===== src/rtl/snn_reward_if.sv =====
// Handshake and data bundle between the reward unit and its neighbours:
// the sample stream from the spiking core, the window control, and the
// reward result channel towards the learning logic.
interface snn_reward_if #(
    parameter int DATA_W = 8
);
    logic              ena;
    logic              start;
    logic [DATA_W-1:0] target;
    logic              in_valid;
    logic [DATA_W-1:0] in_data;
    logic              in_ready;
    logic              busy;
    logic              reward_valid;
    logic              reward_ready;
    logic [1:0]        reward;
    logic [DATA_W-1:0] mean_out;

    modport master (
        output ena, start, target, in_valid, in_data, reward_ready,
        input  in_ready, busy, reward_valid, reward, mean_out
    );

    modport slave (
        input  ena, start, target, in_valid, in_data, reward_ready,
        output in_ready, busy, reward_valid, reward, mean_out
    );
endinterface


===== src/rtl/snn_reward_unit.sv =====
// Reward unit: averages a fixed window of network output samples, compares
// the mean with a latched target and reports a signed reward (+1/0/-1)
// through a valid/ready handshake.
module snn_reward_unit #(
    parameter int DATA_W   = 8,
    parameter int WIN_LOG2 = 4,
    parameter int TOL      = 8
) (
    input logic         clk,
    input logic         rst,
    snn_reward_if.slave bus
);
    // The accumulator carries WIN_LOG2 guard bits, so a full window of
    // maximum-value samples fits without wrapping.
    localparam int ACC_W = DATA_W + WIN_LOG2;
    localparam logic [DATA_W:0] TOL_1X = (DATA_W + 1)'(TOL);
    localparam logic [DATA_W:0] TOL_2X = (DATA_W + 1)'(2 * TOL);

    typedef enum logic [1:0] {
        IDLE,
        ACCUM,
        EVAL,
        REPORT
    } state_t;

    state_t              state;
    state_t              state_next;
    logic [ACC_W-1:0]    acc;
    logic [WIN_LOG2-1:0] cnt;
    logic [DATA_W-1:0]   target_q;
    logic [DATA_W-1:0]   mean_q;
    logic [1:0]          reward_q;

    logic                accept;
    logic                last_sample;
    logic [DATA_W-1:0]   mean_calc;
    logic [DATA_W:0]     diff_calc;
    logic [1:0]          reward_calc;

    // A sample is taken only while accumulating and enabled; anything
    // offered in other states is simply dropped.
    assign accept      = (state == ACCUM) && bus.ena && bus.in_valid;
    assign last_sample = accept && (cnt == {WIN_LOG2{1'b1}});
    assign mean_calc   = acc[ACC_W-1:WIN_LOG2];

    assign bus.in_ready     = (state == ACCUM) && bus.ena;
    assign bus.busy         = (state != IDLE);
    assign bus.reward_valid = (state == REPORT);
    assign bus.reward       = reward_q;
    assign bus.mean_out     = mean_q;

    // Absolute distance between mean and target, one bit wider than the
    // data so the subtraction never borrows, then graded against tolerance.
    always_comb begin
        diff_calc   = '0;
        reward_calc = 2'b11;
        if (mean_calc >= target_q) begin
            diff_calc = {1'b0, mean_calc} - {1'b0, target_q};
        end else begin
            diff_calc = {1'b0, target_q} - {1'b0, mean_calc};
        end
        if (diff_calc <= TOL_1X) begin
            reward_calc = 2'b01;
        end else if (diff_calc <= TOL_2X) begin
            reward_calc = 2'b00;
        end
    end

    // State register.
    always_ff @(posedge clk or posedge rst) begin
        if (rst) begin
            state <= IDLE;
        end else begin
            state <= state_next;
        end
    end

    // Next-state logic; ena only gates window start and sample acceptance.
    always_comb begin
        state_next = state;
        case (state)
            IDLE:    if (bus.start && bus.ena) state_next = ACCUM;
            ACCUM:   if (last_sample) state_next = EVAL;
            EVAL:    state_next = REPORT;
            REPORT:  if (bus.reward_ready) state_next = IDLE;
            default: state_next = IDLE;
        endcase
    end

    // Window datapath: latch target at start, accumulate accepted samples,
    // and capture the graded result when leaving EVAL. Results stay put
    // until the next window is evaluated.
    always_ff @(posedge clk or posedge rst) begin
        if (rst) begin
            acc      <= '0;
            cnt      <= '0;
            target_q <= '0;
            mean_q   <= '0;
            reward_q <= '0;
        end else begin
            case (state)
                IDLE: begin
                    if (bus.start && bus.ena) begin
                        target_q <= bus.target;
                        acc      <= '0;
                        cnt      <= '0;
                    end
                end
                ACCUM: begin
                    if (accept) begin
                        acc <= acc + ACC_W'(bus.in_data);
                        cnt <= cnt + WIN_LOG2'(1);
                    end
                end
                EVAL: begin
                    mean_q   <= mean_calc;
                    reward_q <= reward_calc;
                end
                default: begin
                end
            endcase
        end
    end
endmodule


===== src/flat_wrapper.sv =====
// flat-port wrapper written by rule: the top's interface ports become plain ports
module snn_reward_unit_flat 
#(
    parameter int DATA_W   = 8,
    parameter int WIN_LOG2 = 4,
    parameter int TOL      = 8
)
  (clk, rst, bus_ena, bus_start, bus_target, bus_in_valid, bus_in_data, bus_reward_ready, bus_in_ready, bus_busy, bus_reward_valid, bus_reward, bus_mean_out);
  snn_reward_if #(.DATA_W(DATA_W)) bus_i ();
  input logic clk;
  input logic rst;
  input wire logic [$bits(bus_i.ena)-1:0] bus_ena;
  input wire logic [$bits(bus_i.start)-1:0] bus_start;
  input wire logic [$bits(bus_i.target)-1:0] bus_target;
  input wire logic [$bits(bus_i.in_valid)-1:0] bus_in_valid;
  input wire logic [$bits(bus_i.in_data)-1:0] bus_in_data;
  input wire logic [$bits(bus_i.reward_ready)-1:0] bus_reward_ready;
  output wire logic [$bits(bus_i.in_ready)-1:0] bus_in_ready;
  output wire logic [$bits(bus_i.busy)-1:0] bus_busy;
  output wire logic [$bits(bus_i.reward_valid)-1:0] bus_reward_valid;
  output wire logic [$bits(bus_i.reward)-1:0] bus_reward;
  output wire logic [$bits(bus_i.mean_out)-1:0] bus_mean_out;
  assign bus_i.ena = bus_ena;
  assign bus_i.start = bus_start;
  assign bus_i.target = bus_target;
  assign bus_i.in_valid = bus_in_valid;
  assign bus_i.in_data = bus_in_data;
  assign bus_i.reward_ready = bus_reward_ready;
  assign bus_in_ready = bus_i.in_ready;
  assign bus_busy = bus_i.busy;
  assign bus_reward_valid = bus_i.reward_valid;
  assign bus_reward = bus_i.reward;
  assign bus_mean_out = bus_i.mean_out;
  snn_reward_unit #(.DATA_W(DATA_W), .WIN_LOG2(WIN_LOG2), .TOL(TOL)) u_core (.clk(clk), .rst(rst), .bus(bus_i));
endmodule

===== config.mk =====
export PLATFORM = sky130hd
export DESIGN_NAME = snn_reward_unit_flat
export DESIGN_NICKNAME = d
export VERILOG_FILES = /design/src/rtl/snn_reward_if.sv /design/src/rtl/snn_reward_unit.sv /design/src/flat_wrapper.sv
export SDC_FILE = /design/constraint.sdc
export NUM_CORES = 1
export LEC_CHECK = 0
export ABC_AREA = 1
export BUFFER_PORTS_ARGS = -buffer_cell sky130_fd_sc_hd__buf_2
export CORE_ASPECT_RATIO = 1.25
export CORE_MARGIN = 3
export CORE_UTILIZATION = 31
export DETAILED_ROUTE_END_ITERATION = 12
export PLACE_DENSITY = 0.5
export SKIP_CTS_REPAIR_TIMING = 1
export SKIP_LAST_GASP = 1
export SLEW_MARGIN = 20
export SYNTH_ARGS = -nofsm -noshare
export SYNTH_HDL_FRONTEND = slang
export SYNTH_SLANG_ARGS = --single-unit

===== constraint.sdc =====
create_clock -name clk -period 4.1 [get_ports clk]
set_input_delay 0.82 -clock clk [delete_from_list [all_inputs] [get_ports clk]]
set_output_delay 0.82 -clock clk [all_outputs]
set_load 0.02 [all_outputs]

After elaboration in Yosys (flattened, before gate mapping). Cells that the tools add are included. Widths: inputs -> output; s select.

Flip-flop bits (word level): 36. Word-level logic and storage cells: 44. Output and inout bits: 13. Input port bits: 22.

$add $sub $neg: 4. Multiplexer cells: 13. Reduce and logical (&&, ||, !) cells: 10. Magnitude comparators: 3. Equality and inequality tests: 8.

Operators with widths (count): $mux 12 (2); $pmux 12 s2 (1); $sub 8x8->9 (2); $add 12x8->12 (1); $mux 2 (5); $le 9x4->1 const B (1); $le 9x5->1 const B (1); $mux 9 (1); $ge 8x8->1 (1); $mux 4 (2); $pmux 2 s4 (1); $pmux 4 s2 (1); $ne 2x1->1 const B (3); $reduce_and 3->1 (2); $add 4x1->4 const B (1); $eq 2x2->1 const B (2); $eq 4x4->1 const B (1); $logic_and 1x1->1 (4); $reduce_bool 2->1 (2); $eq 2x1->1 const B (1); $logic_not 2->1 (1); $ne 2x2->1 const B (1); $reduce_and 2->1 (1).

Logic depth before layout (Yosys ltp). Gate-level depths: netlist of the first run.

Word-level depth: 6. Gate-level depth with buffers: 17. Mapped depth without buffers: 17.

Worst setup path before layout of the first run. No wires, ideal clock.

Path type: input-to-reg. Start: input port bus_in_data[0]. End: register u_core.acc[6]. Setup time: 84 ps. Data arrival time: 2062 ps. Slack: 1954 ps. Cell stages on the path: 11. Cell sequence: ha_1 fa_1 nand3_1 nand2_1 nand2_1 inv_1 nor2_1 nor2_1 o21ai_0 nand2_1 o22ai_1.

Longest elaborated chain between the ends: 3.

Ends and longest elaborated chain: start: declaration (RTL line flat_wrapper.sv:16) `input wire logic [$bits(bus_i.in_data)-1:0] bus_in_data;`; $add 12x8->12 (RTL line snn_reward_unit.sv:111) `acc <= acc + ACC_W'(bus.in_data);`; $mux 12 (RTL line snn_reward_unit.sv:110) `if (accept) begin`; $pmux 12 s2 (RTL line snn_reward_unit.sv:101) `case (state)`; end signal: assignment (RTL line snn_reward_unit.sv:111); end: declaration (RTL line snn_reward_unit.sv:28) `logic [ACC_W-1:0] acc;`.

Every way passes these cells. The select of a mux whose other input is x is not followed. A chain may end at the register's enable or synchronous reset.

Final worst setup path of the first run.
Start: register u_core.acc[9]. End: register u_core.reward_q[0], in the netlist u_core.bus.reward[0].

Longest elaborated chain between the ends: 5. Elaborated cells between the ends (all ways): 8. Those cells by class: add/sub (2); order compare (3); mux (3).

Ends and longest elaborated chain: $sub 8x8->9 (tied with other cells) (RTL line snn_reward_unit.sv:60) `diff_calc = {1'b0, target_q} - {1'b0, mean_calc};`; $mux 9 * (RTL line snn_reward_unit.sv:57) `if (mean_calc >= target_q) begin`; $le 9x5->1 (RTL line snn_reward_unit.sv:64) `end else if (diff_calc <= TOL_2X) begin`; $mux 2 (RTL line snn_reward_unit.sv:64); $mux 2 * (RTL line snn_reward_unit.sv:62) `if (diff_calc <= TOL_1X) begin`; end signal: assignment (RTL line snn_reward_unit.sv:117) `reward_q <= reward_calc;`; end: declaration (RTL line snn_reward_unit.sv:32) `logic [1:0] reward_q;`.

Every way passes the cells marked *; elsewhere a longest branch is shown, timed or not.

==> flow_summary.yaml, run 1 <==
power:
  powerDensity_nw_per_um2: 698
  clock_power_share_pct: 14.5
  finalPower_uw: 2220
  p_sw_share_pct: 49.3
  ir_drop_v: 0.000317
  p_int_uw: 1130
  combPwrFrac_pct: 60.2
  sequentialPowerShare_pct: 25.4
  switching_power_uw: 1090
  total_leakage_power_uw: 0.00167
hold_path:
  worstHoldPathType: "flip-flop to flip-flop"
setup_path:
  critPathArrivalTime_ps: 2420
  cp.required_ps: 4290
  start_kind: "flip-flop"
  path_max_fanout: 8
  crit_type: "flip-flop to flip-flop"
  crit_path_end_kind: "flip-flop"
detailed_routing:
  wirelength_mm: 6.67
  wl_per_cell_um: 12.3
  drt-vias-per-instance: 4.63
  via_count: 2510
  drc: 0
  drt-initial-drc-count: 76
  drt-pass1-iter-count: 4
  ant_nets: 0
place:
  pre_cts_ws_ps: 1710
  portBuffers: 34
  gp_congestion: 0.785
  place_hpwl_mm: 5.41
logic_synthesis:
  synth_cell_types: 37
  synth_seq_area_share_pct: 32.5
  avgSynthCellArea_sq_um: 7.18
  synth_top_flop_cell: "dfrtp_1"
  synth-warning-count: 0
  syn_area_sq_um: 2770
  synth-edff-count: 0
  syn_nets: 438
  synth-seq-cells: 36
  async_flop_share_pct: 100
  syn_inst: 386
clocking:
  cts_tree: "built"
  clock_latency_ps: 290
  cts_num_sinks: 36
  htree_levels: 2
  cts_buffer_depth: 2
  clkTransAtPathRegs_ps: 80
  cts-buffers-inserted: 5
  clock-root-buffer: "clkbuf_8"
die:
  fp.coreArea_sq_um: 8470
  chipWidth_um: 90.6
  dieArea_sq_um: 10100
  die_y_um: 112
  start_util_pct: 32.7
  ios: 35
  rows: 37
sta:
  slew_viol_final: 0
  tightest_slew_ps: 650
  fmaxAchievable_ghz: 0.447
  setup_violations: 0
  period_share_pct: 54.6
  finalHoldViolCount: 0
  slew-limit-headroom_pct: 56.6
  rsz0062_at_grt: "no"
  tns_ps: 0
  period_needed_ps: 2240
  fin_skew_ps: 6.03
  fin_ws_ps: 1860
global_routing:
  track_usage_pct: 14.2
  grt_max_degree: 37
  grt_pass1_wl_mm: 11.8
  antenna_found_initial: 0
  grt_overflow_total: 0
  grt_pass1_vias: 2567
final_layout:
  areaGrowthSynthToFinish_pct: 14.8
  drive_above_1_share_pct: 14.6
  layout_commonest_cell: "nand2_1"
  final_nets: 476
  mostFrequentLayoutCells: "101 x nand2_1, 54 x inv_1, 36 x dfrtp_1, 34 x buf_2, 33 x nor2_1"
  diodes: 0
run:
  drv_cap: 0
run_status:
  status: "finished clean"
## stage by stage
step | hold WS, ps | cell area, sq um | utilization [%] | cells
floorplan | 434 | 2770 | - | 386
global placement | 461 | 3070 | 36.2 | 534
detailed placement | 473 | 3070 | 36.2 | 534
CTS | 492 | 3180 | 37.6 | 542
global route | 508 | 3180 | 37.6 | 542
finish | 486 | 3180 | 37.6 | 542
## sequential cells by signal, indices dropped and copies added (netlist names)
register / count
u_core.cnt: 4
u_core.bus.mean_out: 8
u_core.bus.reward: 2
u_core.target_q: 8
u_core.state: 2
u_core.acc: 12
## synthesized netlist by cell type (2+ instances only)
library cell / number / area [sq um]
nand2_1: 101 / 379
inv_1: 54 / 203
dfrtp_1: 36 / 901
nor2_1: 33 / 124
ha_1: 29 / 363
a21oi_1: 27 / 135
nand3_1: 27 / 135
o21ai_0: 18 / 90.1
nand2_2: 8 / 50.1
nand4_1: 7 / 43.8
xor2_1: 5 / 43.8
nor2_2: 4 / 25.0
nor3_1: 4 / 20.0
o22ai_1: 4 / 25.0
a22o_1: 2 / 17.5
clkbuf_1: 2 / 7.51
clkinv_1: 2 / 7.51
inv_2: 2 / 7.51
nand3b_1: 2 / 15.0
o21ai_1: 2 / 10.0
## power groups by stage
stage / logic [uW] / clock network, uW / registers [uW]
after floorplan: 1020 / 0 / 594
after global placement: 1350 / 0 / 566
after detailed placement: 1350 / 0 / 572
after CTS: 1360 / 334 / 565
after global routing: 1550 / 345 / 584
final: 1340 / 321 / 563
## final cells by class
cell class | count | area [sq um]
clock buffer | 5 | 68.8
clock inverter | 3 | 42.5
fill | 914 | 5290
inverter | 58 | 218
multi-input combinational | 288 | 1630
sequential | 36 | 901
tap | 117 | 146
timing repair buffer | 35 | 178
## final timing paths
kind                                                     from                                 end  slack, ps  cells after the start
setup reg to reg                    u_core.acc[9]$_DFFE_PP0P_    u_core.bus.reward[0]$_DFFE_PP0P_       1860                     13
min in group asynchronous                                 rst         u_core.state[0]$_DFFE_PP0P_        620                      3
hold / removal             u_core.bus.mean_out[3]$_DFFE_PP0P_  u_core.bus.mean_out[3]$_DFFE_PP0P_        490                      2
setup / recovery                    u_core.acc[9]$_DFFE_PP0P_    u_core.bus.reward[0]$_DFFE_PP0P_       1860                     13
hold reg to reg            u_core.bus.mean_out[3]$_DFFE_PP0P_  u_core.bus.mean_out[3]$_DFFE_PP0P_        490                      2
max in group asynchronous                                 rst  u_core.bus.mean_out[2]$_DFFE_PP0P_       3140                      3
## critical path: stages, from the launching register on
cell and delay (ps):
dfrtp_1 460, ha_1 410, nand2_1 180, nor2_2 50, nand2_1 70, nand3b_1 130, a21oi_4 260, nand2_1 80
nand2_1 80, nand2_1 90, nor2_2 130, nor2_1 50, nand2_2 80, nand3_2 50
## routing by layer
metal	global-route usage, %	vias to the layer above	part of all wire (%)
li1	-	1323	-
met1	16.6	1141	43
met5	0	-	0
met4	5.31	0	2.5
met2	25.9	34	52
met3	1.96	12	2.1
## cells by family (layout without fill, tap and decap cells)
| kind of cell | count (synthesis) | after routing | share of synthesized area, % |
|---|---|---|---|
| buffers and inverters | 62 | 101 | 8.80 |
| XOR/XNOR | 6 | 6 | 1.90 |
| AO/OA/AOI/OAI | 61 | 61 | 12.6 |
| flip-flops | 36 | 36 | 32.5 |
| AND/OR/NAND/NOR | 191 | 191 | 30.4 |
| adder cells (fa/ha/maj) | 30 | 30 | 13.8 |
No activity file was read; power rests on OpenSTA's default activity.
==> run 2: changes to the inputs <==
--- a/config.mk
+++ b/config.mk
@@ -5,13 +5,13 @@
 export SDC_FILE = /design/constraint.sdc
 export NUM_CORES = 1
 export LEC_CHECK = 0
-export ABC_AREA = 1
+export ABC_AREA = 0
 export BUFFER_PORTS_ARGS = -buffer_cell sky130_fd_sc_hd__buf_2
 export CORE_ASPECT_RATIO = 1.25
 export CORE_MARGIN = 3
 export CORE_UTILIZATION = 31
 export DETAILED_ROUTE_END_ITERATION = 12
-export PLACE_DENSITY = 0.5
+export PLACE_DENSITY = 0.52
 export SKIP_CTS_REPAIR_TIMING = 1
 export SKIP_LAST_GASP = 1
 export SLEW_MARGIN = 20
==> constraint.sdc (replaced) <==
create_clock -name clk -period 1.9 [get_ports clk]
set_input_delay 0.38 -clock clk [delete_from_list [all_inputs] [get_ports clk]]
set_output_delay 0.38 -clock clk [all_outputs]
set_load 0.02 [all_outputs]
==> run 2 against run 1 <==
Effect of this change:
- the flow now finishes with violations (negative setup slack)
- non-clock buffer count is 71 higher
- flip-flop and latch count stayed put
- die area is 1.0% lower
- cell count is 4.8% lower
- global-route usage hardly changed
- via count is 1.4% higher
- maximum frequency is 9.3% lower
==> flow_summary.yaml, run 2 <==
sta:
  tightest_slew_ps: 494
  setup_violations: 7
  period_share_pct: 130
  finalHoldViolCount: 0
  rsz0062_at_grt: "yes"
  fin_ws_ps: -566
  fmaxAchievable_ghz: 0.406
  period_needed_ps: 2470
  fin_skew_ps: 6.42
  fin_hold_ws_ps: 191
  slew-limit-headroom_pct: 67.0
  slew_viol_final: 0
setup_path:
  reg2reg_slack_ps: -570
  path_max_fanout: 11
  crit_path_start: "u_core.acc[7]$_DFFE_PP0P_"
  cp.required_ps: 2080
  crit_path_end_kind: "flip-flop"
  start_kind: "flip-flop"
  r2r_start: "u_core.acc[7]$_DFFE_PP0P_"
  critPathArrivalTime_ps: 2650
  crit_type: "flip-flop to flip-flop"
detailed_routing:
  wirelength_mm: 7.18
  highest_layer: "met4"
  ant_nets: 0
  drt-pass1-iter-count: 4
  met2_length_mm: 3.80
  via_count: 2544
  drt-vias-per-instance: 4.93
  drt-initial-drc-count: 63
  wl_per_cell_um: 13.9
  wirelength_met1_mm: 2.98
  drc: 0
  wl_met3_um: 192
die:
  fp.coreArea_sq_um: 8430
  rows: 37
  dieArea_sq_um: 10000
  die_y_um: 111
  ios: 35
  chipWidth_um: 90.1
  start_util_pct: 32.6
final_layout:
  drive_above_1_share_pct: 46.4
  areaGrowthSynthToFinish_pct: 44.4
  mostFrequentLayoutCells: "69 x buf_4, 36 x dfrtp_1, 34 x buf_2, 25 x nand2_1, 24 x inv_1"
  layout_commonest_cell: "buf_4"
  largest_reg_flops: 12
  final_nets: 450
  diodes: 0
  top_register: "u_core.acc"
clocking:
  cts_tree: "built"
  clkTransAtPathRegs_ps: 80
  cts-buffers-inserted: 5
  clock-root-buffer: "clkbuf_8"
  cts_buffer_depth: 2
  cts_num_sinks: 36
  htree_levels: 2
  clock_latency_ps: 290
logic_synthesis:
  synth-edff-count: 0
  synth.most_common_cell: "dfrtp_1"
  synth_top_area_share_pct: 32.8
  synth_seq_area_share_pct: 32.8
  synthTopCellsByCount: "36 x dfrtp_1, 29 x ha_1, 26 x inv_1, 26 x nand2_1, 19 x o21ai_0"
  synth-warning-count: 0
  syn_area_sq_um: 2740
  syn_nets: 345
  synth-seq-cells: 36
  syn_inst: 293
  yosys.area.top_type: "dfrtp_1"
  avgSynthCellArea_sq_um: 9.36
  synth_top_flop_cell: "dfrtp_1"
  async_flop_share_pct: 100
  synth_area_leaders: "dfrtp_1 33%, ha_1 13%, mux2_2 7.0%, inv_1 3.6%, nand2_1 3.6%"
  synth_cell_types: 59
global_routing:
  grt_max_degree: 37
  grt_overflow_total: 0
  grt_pass1_vias: 2570
  track_usage_pct: 14.1
  grt_pass1_wl_mm: 11.6
  antenna_found_initial: 0
hold_path:
  worstHoldPathType: "input pin to asynchronous set/reset pin"
place:
  pre_cts_ws_ps: -618
  portBuffers: 34
  place_hpwl_mm: 5.46
  gp_congestion: 0.889
run_status:
  violations: "negative setup slack"
  status: "finished, violations left"
power:
  ir_drop_v: 0.000636
  powerDensity_nw_per_um2: 2030
  total_leakage_power_uw: 0.00185
run:
  drv_cap: 0
==> run 2: cell types whose count changed in the layout (fill, tap and decap cells not counted), moves of 10 or more <==
| cell | previous run | this run |
|---|---|---|
| a21oi_1 | 27 | 6 |
| inv_1 | 54 | 24 |
| nand3_1 | 27 | 7 |
| mux2_2 | 0 | 17 |
| nand2_1 | 101 | 25 |
| buf_4 | 1 | 69 |
| a21oi_2 | 0 | 10 |
| nor2_1 | 33 | 6 |
==> run 2: stage by stage <==
stage	setup TNS (ps)	total power, uW	instances	util, %	area (sq um)
final	-2260	8050	516	47.0	3960
after global routing	-3230	8760	516	47.0	3960
after CTS	-2810	7230	508	43.4	3660
after detailed placement	-3310	6490	500	42.1	3550
after global placement	-3160	6410	500	42.1	3550
after floorplan	-1430	4670	293	-	2800
==> run 2: critical path: stages (launching register included) <==
cell and delay (ps):
dfrtp_1 420, ha_4 270, buf_4 170, a21boi_2 190, or4_1 510, a21oi_2 200
a2111oi_4 80, nor4_2 310, nor2b_2 60, o22a_1 150
==> run 2: worst paths after layout <==
check,endpoint,cells past startpoint
max,u_core.bus.reward[0]$_DFFE_PP0P_,9
min reg2reg,u_core.bus.reward[0]$_DFFE_PP0P_,1
max reg2reg,u_core.bus.reward[0]$_DFFE_PP0P_,9
max in group asynchronous,u_core.target_q[0]$_DFFE_PP0P_,3
min in group clk,u_core.target_q[6]$_DFFE_PP0P_,2
min,u_core.bus.mean_out[6]$_DFFE_PP0P_,3
==> run 2: layer usage <==
metal  vias to the layer above  track usage [%]
met4                         0             6.13
met2                        39             25.7
met1                      1206             16.1
met5                         -                0
li1                       1282                -
met3                        17             2.38
==> run 2: report_power, final <==
group	switching (uW)	internal (uW)	leakage, uW
clock network	309	389	0.0000541
logic	3050	3030	0.00133
registers	209	1070	0.000457
==> run 2: layout make-up <==
type	instances	area, sq um
inverters	26	97.6
fillers	848	4470
clock buffers	5	68.8
flip-flops and latches	36	901
repair buffers	106	726
multi-input cells	223	1980
clock inverters	3	42.5
well taps	117	146
==> run 2: logic make-up (layout without fill, tap and decap cells) <==
logic type | after synthesis | after routing | synth area share (%)
buf+inv | 34 | 140 | 5.02
compound gates | 82 | 82 | 20.7
xor+xnor | 8 | 8 | 2.55
flops | 36 | 36 | 32.8
mux | 18 | 18 | 7.34
simple gates | 85 | 85 | 17.6
fa+ha+maj | 30 | 30 | 14.0
==> run 3: changes to the inputs <==
==> constraint.sdc (replaced) <==
create_clock -name clk -period 1.9 [get_ports clk]
set_input_delay 0.095 -clock clk [delete_from_list [all_inputs] [get_ports clk]]
set_output_delay 0.095 -clock clk [all_outputs]
set_load 0.02 [all_outputs]
==> run 3 against run 2 <==
Effect of this change:
- the run still ends with negative setup slack left
- non-clock buffer count is 2 higher
- sequential share of layout area is 0.38 points lower
- combinational power is 6.6% higher
- hold slack worse by 170 ps
- via count is 0.47% lower
- critical path type unchanged
==> flow_summary.yaml, run 3 (synthesis results as in run 2) <==
setup_path:
  path_max_fanout: 5
  cp.required_ps: 2090
  crit_path_end_kind: "flip-flop"
  critPathArrivalTime_ps: 2630
  crit_type: "flip-flop to flip-flop"
  start_kind: "flip-flop"
sta:
  fin_ws_ps: -541
  rsz0062_at_grt: "yes"
  fin_hold_ws_ps: 24.4
  finalHoldViolCount: 0
  fin_skew_ps: 7.18
  period_share_pct: 128
  fmaxAchievable_ghz: 0.410
  setup_violations: 7
  period_needed_ps: 2440
  tightest_slew_ps: 471
  slew-limit-headroom_pct: 68.6
  slew_viol_final: 0
die:
  fp.coreArea_sq_um: 8430
  dieArea_sq_um: 10000
  ios: 35
  die_y_um: 111
  start_util_pct: 32.6
  rows: 37
  chipWidth_um: 90.1
detailed_routing:
  drt-initial-drc-count: 52
  drc: 0
  drt-vias-per-instance: 4.88
  ant_nets: 0
  via_count: 2532
  wl_per_cell_um: 14.0
  drt-pass1-iter-count: 4
  wirelength_mm: 7.27
final_layout:
  top_register: "u_core.acc"
  diodes: 0
  largest_reg_flops: 12
  drive_above_1_share_pct: 46.5
  layout_commonest_cell: "buf_4"
  final_nets: 453
  mostFrequentLayoutCells: "72 x buf_4, 36 x dfrtp_1, 34 x buf_2, 24 x nand2_1, 23 x inv_1"
  areaGrowthSynthToFinish_pct: 46.9
  fin_cells: 519
  fillers: 820
global_routing:
  track_usage_pct: 14.2
  antenna_found_initial: 0
  grt_overflow_total: 0
  grt_max_degree: 37
  grt_pass1_wl_mm: 11.7
  grt_pass1_vias: 2547
clocking:
  cts-buffers-inserted: 5
  clock_latency_ps: 290
  cts_tree: "built"
  clkTransAtPathRegs_ps: 80
  cts_num_sinks: 36
  clock-root-buffer: "clkbuf_8"
  htree_levels: 2
  cts_buffer_depth: 2
power:
  ir_drop_v: 0.000745
  powerDensity_nw_per_um2: 2090
  total_leakage_power_uw: 0.00186
run:
  drv_cap: 0
hold_path:
  worstHoldPathType: "input pin to flip-flop"
run_status:
  violations: "negative setup slack"
  status: "finished, violations left"
place:
  gp_congestion: 0.778
  place_hpwl_mm: 5.53
  pre_cts_ws_ps: -734
  placed_cells: 503
  portBuffers: 34
[run 3: cell type report]
cell class	instances	area [sq um]	share of cell area [%]
Multi-Input combinational cell	224	2040	50.6
Sequential cell	36	901	22.4
Timing Repair Buffer	108	732	18.2
Tap cell	117	146	3.63
Inverter	26	97.6	2.42
Clock buffer	5	68.8	1.71
Clock inverter	3	42.5	1.06
[run 3: power breakdown]
part / internal, uW / switching (uW)
clock: 388 / 296
combinational: 3250 / 3210
sequential: 1070 / 206
[run 3: path summary, 6_finish.rpt]
path | start | cells past startpoint | end | slack, ps
setup / recovery | u_core.target_q[3]$_DFFE_PP0P_ | 10 | u_core.bus.reward[0]$_DFFE_PP0P_ | -540
hold / removal | bus_target[0] | 2 | u_core.target_q[0]$_DFFE_PP0P_ | 20
setup reg to reg | u_core.target_q[3]$_DFFE_PP0P_ | 10 | u_core.bus.reward[0]$_DFFE_PP0P_ | -540
hold reg to reg | u_core.acc[2]$_DFFE_PP0P_ | 2 | u_core.acc[2]$_DFFE_PP0P_ | 500
max in group asynchronous | rst | 4 | u_core.bus.mean_out[3]$_DFFE_PP0P_ | 1130
min in group asynchronous | rst | 4 | u_core.acc[2]$_DFFE_PP0P_ | 440
[run 3: critical path, stage by stage, from the launching register on]
cell and delay, ps:
dfrtp_1 390, inv_2 70, ha_4 210, a21o_1 200, a21oi_4 200, nand3_4 110
a21oi_4 210, mux2i_1 230, xnor2_1 80, or4_4 430, o22a_1 190
[run 3: per-layer routing]
layer	vias to the layer above	wire, um	track usage, %
met5	-	0	0
met1	1192	2990	16.1
met4	0	168	5.41
met2	43	3870	26.4
li1	1284	-	-
met3	13	235	2.31
[run 3: through the flow]
step                      TNS (ps)  util, %  power [uW]  area, sq um
final                        -2120     47.8        8430         4030
after global routing         -3040     47.8        9150         4030
after CTS                    -2950     43.6        7320         3670
after detailed placement     -2810     42.3        6600         3560
after global placement       -2720     42.3        6530         3560
after floorplan              -1410        -        4660         2790
